### config.mk
export PLATFORM = sky130hd
export DESIGN_NAME = serial_adder_ctrl
export DESIGN_NICKNAME = d
export VERILOG_FILES = /design/src/rtl/adder_pkg.sv /design/src/rtl/fa_bit_cell.sv /design/src/rtl/serial_adder_ctrl.sv
export SDC_FILE = /design/constraint.sdc
export NUM_CORES = 1
export LEC_CHECK = 0
export CORE_MARGIN = 10
export CORE_UTILIZATION = 50
export CTS_CLUSTER_DIAMETER = 40
export DETAILED_ROUTE_END_ITERATION = 10
export PLACE_DENSITY = 0.76
export SETUP_SLACK_MARGIN = 0.1
export SLEW_MARGIN = 20
export SYNTH_ARGS = -nofsm -noshare
export SYNTH_HDL_FRONTEND = slang
export SYNTH_SLANG_ARGS = --single-unit
### constraint.sdc
create_clock -name clk -period 2.1 [get_ports clk]
set_clock_uncertainty 0.15 [all_clocks]
set_input_delay 0.315 -clock clk [delete_from_list [all_inputs] [get_ports clk]]
set_output_delay 0.315 -clock clk [all_outputs]
set_load 0.005 [all_outputs]
### src/rtl/adder_pkg.sv
// Shared definitions for the bit-serial adder controller.
// Latency: n/a (types and constants only).
// Backpressure: n/a.
package adder_pkg;

  // Controller FSM states
  typedef enum logic [1:0] {
    IDLE = 2'd0,
    RUN  = 2'd1,
    DONE = 2'd2
  } state_e;

  // Default operand width
  localparam int DEFAULT_WIDTH = 8;

endpackage

### src/rtl/fa_bit_cell.sv
// One-bit gate-level full adder cell.
// Latency: purely combinational.
// Backpressure: none.
module fa_bit_cell (
  input  logic a,
  input  logic b,
  input  logic cin,
  output logic sum,
  output logic carry
);

  logic ab_x;

  // Sum and carry built from XOR/AND/OR gates
  assign ab_x  = a ^ b;
  assign sum   = ab_x ^ cin;
  assign carry = (a & b) | (ab_x & cin);

endmodule

### src/rtl/serial_adder_ctrl.sv
// Bit-serial adder: one full-adder cell stepped LSB first over WIDTH cycles.
// Latency: done pulses WIDTH cycles after the accepting edge; busy for WIDTH cycles.
// Backpressure: start is honoured only in IDLE; requests during RUN/DONE are dropped.
module serial_adder_ctrl
  import adder_pkg::*;
#(
  parameter  int WIDTH = DEFAULT_WIDTH,
  localparam int CNT_W = $clog2(WIDTH) + 1
) (
  input  logic             clk,
  input  logic             rst,
  input  logic             start,
  input  logic [WIDTH-1:0] a,
  input  logic [WIDTH-1:0] b,
  input  logic             cin,
  output logic             busy,
  output logic             done,
  output logic [WIDTH-1:0] sum,
  output logic             cout,
  output logic             overflow
);

  state_e           state_q, state_d;
  logic [WIDTH-1:0] a_sh_q, a_sh_d;
  logic [WIDTH-1:0] b_sh_q, b_sh_d;
  // Holds the WIDTH-1 sum bits produced so far; the final bit joins at the last slot
  logic [WIDTH-2:0] sum_sh_q, sum_sh_d;
  logic [WIDTH-1:0] sum_q, sum_d;
  logic [CNT_W-1:0] cnt_q, cnt_d;
  logic             carry_q, carry_d;
  logic             c_msb_q, c_msb_d;
  logic             cout_q, cout_d;
  logic             ovf_q, ovf_d;

  logic             fa_sum, fa_carry;
  logic             last_slot;
  logic [WIDTH-1:0] sum_cat;

  fa_bit_cell u_fa (
    .a     (a_sh_q[0]),
    .b     (b_sh_q[0]),
    .cin   (carry_q),
    .sum   (fa_sum),
    .carry (fa_carry)
  );

  assign last_slot = (cnt_q == CNT_W'(WIDTH - 1));
  assign sum_cat   = {fa_sum, sum_sh_q};

  // State and datapath registers, cleared asynchronously
  always_ff @(posedge clk or posedge rst) begin
    if (rst) begin
      state_q  <= IDLE;
      a_sh_q   <= '0;
      b_sh_q   <= '0;
      sum_sh_q <= '0;
      sum_q    <= '0;
      cnt_q    <= '0;
      carry_q  <= 1'b0;
      c_msb_q  <= 1'b0;
      cout_q   <= 1'b0;
      ovf_q    <= 1'b0;
    end else begin
      state_q  <= state_d;
      a_sh_q   <= a_sh_d;
      b_sh_q   <= b_sh_d;
      sum_sh_q <= sum_sh_d;
      sum_q    <= sum_d;
      cnt_q    <= cnt_d;
      carry_q  <= carry_d;
      c_msb_q  <= c_msb_d;
      cout_q   <= cout_d;
      ovf_q    <= ovf_d;
    end
  end

  // Next-state: accept in IDLE, step WIDTH slots, one DONE cycle, back to IDLE
  always_comb begin
    state_d = state_q;
    case (state_q)
      IDLE:    if (start) state_d = RUN;
      RUN:     if (last_slot) state_d = DONE;
      DONE:    state_d = IDLE;
      default: state_d = IDLE;
    endcase
  end

  // Datapath: capture on accept, shift one slot per RUN cycle, publish result on the last slot
  always_comb begin
    a_sh_d   = a_sh_q;
    b_sh_d   = b_sh_q;
    sum_sh_d = sum_sh_q;
    sum_d    = sum_q;
    cnt_d    = cnt_q;
    carry_d  = carry_q;
    c_msb_d  = c_msb_q;
    cout_d   = cout_q;
    ovf_d    = ovf_q;
    case (state_q)
      IDLE: begin
        if (start) begin
          a_sh_d   = a;
          b_sh_d   = b;
          carry_d  = cin;
          cnt_d    = '0;
          sum_sh_d = '0;
        end
      end
      RUN: begin
        a_sh_d   = {1'b0, a_sh_q[WIDTH-1:1]};
        b_sh_d   = {1'b0, b_sh_q[WIDTH-1:1]};
        sum_sh_d = sum_cat[WIDTH-1:1];
        carry_d  = fa_carry;
        cnt_d    = cnt_q + CNT_W'(1);
        // Carry out of slot WIDTH-2 is the carry into the MSB, needed for signed overflow
        if (cnt_q == CNT_W'(WIDTH - 2)) c_msb_d = fa_carry;
        if (last_slot) begin
          sum_d  = sum_cat;
          cout_d = fa_carry;
          ovf_d  = c_msb_q ^ fa_carry;
        end
      end
      default: ;
    endcase
  end

  // Outputs: status decoded from state, results from held registers
  always_comb begin
    busy     = (state_q == RUN);
    done     = (state_q == DONE);
    sum      = sum_q;
    cout     = cout_q;
    overflow = ovf_q;
  end

endmodule

==> metrics list <==
* Clock Root Buffer: clkbuf_8
- For this run, the number of Yosys warnings is 0.
* Number of sinks driven by the clock tree: 41
- Net switching fraction of the power: 31.8%
- Global-route wire length before repair: 6310 um
- The floorplan step defined a core boundary enclosing 3630 um2.
- Vias in the first global route: 1334
* Pin count of the biggest net entering global routing: 42
* Setup TNS after final layout: 0 ns
- Wirelength per Cell: 14.9 um
- Critical Path Start Type: flip-flop
* Combinational group share of total power: 38.2%
* Avg Synthesized Cell Area: 11.6 um2
- The worst setup path is of the reg -> out kind.
- Reg2Reg Depth: 5
- DP HPWL: 2640 um
* Total of endpoints with negative setup slack in the final report: 0
- Final-stage net count: 220
* Sequential fraction of the synthesis area: 55.1%
- Fraction of final layout cells with drive strength greater than 1: 15.7%
* Clock network fraction of design power: 17.5%
- For this design the ratio of total power to cell area is 1250 nW/um2.
- Dividing the final minimum period by the clock period gives 93.2%.
* Hold buffers post-CTS: 0
- Total routing resource utilization after global routing: 12.0%
* Via density per instance: 5.33
- Per report_power, the sequential group accounts for 44.4% of the total.
- For this run, the top clock speed supported by timing is 0.511 GHz.
- Setup repair after global routing could not meet its margin everywhere.
* Clock-pin slew of the registers on the worst-case setup and hold paths: 0.07 ns
* Static leakage: 1.06 nW
- Cell row count: 22
- Number of antenna diodes: 0
- Cell-internal power: 1.98 mW
- The cell area that synthesis handed to floorplanning was 1860 um2.
- Number of distinct library cells after synthesis: 30
- The sequential cells in the finished layout cover a total of 1030 um2.
- Effective utilization at floorplan: 51.2%
* Post-layout minimum cycle time: 1.96 ns
* Remaining global-route overflow: 0
- For the pin with the worst max-slew slack, the measured transition is 0.498 ns.
- Data required time at the worst endpoint: 1.63 ns
- The worst pin sits at a relative slew slack of 66.8%.
* Critical path launch point: state_q[1]$_DFFE_PP0P_
- Longest Clk Path Bufs: 2
- IO Port Bufs: 31
- Power Total: 2.90 mW
- The detailed router finished its first iteration with 84 violations.
- Worst reg2reg endpoint: sum[6]$_DFFE_PP0P_
* Library cell contributing the largest single delay on the critical path: clkdlybuf4s50_1
* Critical Path End Type: output port
- Number of antenna violations at the first check in global routing: 0
* Leading cell types in the layout, fill and taps excluded: dfrtp_1 (41), clkdlybuf4s50_1 (30), o21ai_0 (19)
- The final hold violation count was 0.
- Launch instance of the worst register-to-register path: state_q[1]$_DFFE_PP0P_
* Number of max-cap violations: 0
- In this run the worst hold path is classified as in -> async.
* Slowest cell delay on critical path: 0.49 ns
- Fillers: 319
- The number of pins with negative max-slew slack in the final report was 0.
- At the end of routability-driven placement, the weighted congestion stood at 0.794.
* DIE HEIGHT: 81 um
- Along the worst path, the maximum fanout reaches 4.
* Switching component of the power: 0.925 mW
- Worst skew pair latency: 0.29 ns
- After detailed routing, the total wire length is 3660 um.
- Area of combinational cells with multiple inputs: 752 um2
- Outcome: finished, final reports clean
- Synthesized Nets: 183
- For this run, the detailed router's first-pass iteration total came to 4.
* Count of nets left with antenna violations after detail routing: 0
* Number of clock buffers inserted by TritonCTS: 5
* Arrival time worst endpoint: 1.49 ns
* Count of boundary I/O pins: 32
- The critical path goes through nand2b_2 -> inv_4 -> clkdlybuf4s50_1.
* Width of the die: 81 um
- Gate Count Post-Synth: 160
- Clock tree from TritonCTS: yes
* Post-synthesis to final-layout area growth: 25.0%
- Across all layers, the routed design uses 1305 vias.
- Setup slack of the worst register-to-register path: 0.27 ns
- # H-tree levels: 2
- Number of synthesized register bits: 41
- Peak supply drop: 0.541 mV
- DIE AREA: 6560 um2
* Drt drc: 0
- The library cell used most frequently in the layout, excluding fill and tap cells, is dfrtp_1.
[how the worst max path moves through the flow]
stage | end | slack, ns | cells past startpoint
3_5_place_dp | carry_q$_DFFE_PP0P_ | 0.31 | 5
2_1_floorplan | overflow$_DFFE_PP0P_ | 0.56 | 3
5_1_grt | busy | 0.08 | 3
4_1_cts | done | 0.10 | 3
3_3_place_gp | busy | 0.32 | 3
6_report | busy | 0.14 | 3
[worst max-delay path, delay by kind of cell (launching register included)]
| family | cells | cell delay [ns] |
|---|---|---|
| buffers and inverters | 2 | 0.56 |
| flip-flops | 1 | 0.41 |
| AND/OR/NAND/NOR | 1 | 0.24 |
[cell type report]
cell class              count  share of cell area [%]
well taps                  48                    2.58
flip-flops and latches     41                    44.1
multi-input cells         105                    32.3
clock buffers               7                    3.71
repair buffers             40                    16.5
inverters                   4                   0.753
[power groups by stage]
stage | Combinational, mW | Sequential (mW) | Clock, mW
2_1_floorplan | 0.742 | 1.26 | 0
3_3_place_gp | 1.05 | 1.29 | 0
3_5_place_dp | 1.09 | 1.30 | 0
4_1_cts | 1.12 | 1.29 | 0.523
5_1_grt | 1.24 | 1.34 | 0.552
6_report | 1.11 | 1.29 | 0.507
[cell usage after synthesis]
cell type | count | share of area (%)
a21oi_1 | 2 | 0.54
a22o_1 | 7 | 3.3
a22oi_1 | 5 | 2.0
a31oi_1 | 12 | 4.0
a32o_1 | 1 | 0.54
and2_1 | 12 | 4.0
and2b_1 | 1 | 0.40
and3_4 | 1 | 0.61
buf_12 | 1 | 1.1
buf_2 | 5 | 1.3
buf_6 | 1 | 0.61
clkbuf_1 | 3 | 0.61
dfrtp_1 | 41 | 55
fa_1 | 1 | 1.1
ha_1 | 2 | 1.3
inv_1 | 3 | 0.61
inv_2 | 1 | 0.20
mux2_2 | 2 | 1.2
mux2_4 | 9 | 7.3
mux2i_1 | 1 | 0.54
nand2_1 | 18 | 3.6
nand2b_2 | 1 | 0.47
nand3_1 | 2 | 0.54
nor2_1 | 1 | 0.20
nor2b_1 | 4 | 1.3
nor2b_4 | 1 | 0.74
o21ai_0 | 19 | 5.1
o21bai_2 | 1 | 0.61
o31ai_1 | 1 | 0.40
xor2_1 | 1 | 0.47
[cells by family (layout without fill, tap and decap cells)]
kind of cell | count (synthesis) | in the layout | share of synthesized area, %
buffers and inverters | 14 | 51 | 4.44
multiplexers | 12 | 12 | 9.01
flip-flops | 41 | 41 | 55.1
AND/OR/NAND/NOR | 41 | 41 | 12.0
adder cells (fa/ha/maj) | 3 | 3 | 2.42
XOR/XNOR | 1 | 1 | 0.471
AO/OA/AOI/OAI | 48 | 48 | 16.5
[what timing repair did]
action                                 4_1_cts  5_1_grt
gates resized for setup                      1        2
buffers inserted                             2        0
cloned                                       0        0
endpoints found under the hold margin        0        0
setup endpoints to repair                    2        1
[layer usage]
layer	vias up	routed length [um]	track usage, %
li1	633	-	-
met3	4	258	4.86
met5	-	0	0
met1	632	1660	15.1
met2	36	1710	18.8
met4	0	35	2.94
[metrics by stage]
stage                     util [%]  hold WS [ns]  std cells  area [um2]  worst slack (ns)
after floorplan                  -         0.292        160        1860             0.558
after global placement        61.0         0.309        236        2220             0.324
after detailed placement      61.0         0.312        236        2220             0.311
after CTS                     63.8         0.318        245        2320             0.104
after global routing          64.0         0.353        245        2330            0.0824
final                         64.0         0.304        245        2330             0.143
[state kept, by name, summed over array words and instances (netlist names)]
signal and cells:
overflow 1, sum 8, c_msb_q 1, b_sh_q 8, sum_sh_q 7, carry_q 1
state_q 2, a_sh_q 8, cnt_q 4, cout 1
Note: power is estimated with default switching activity, not from simulation.
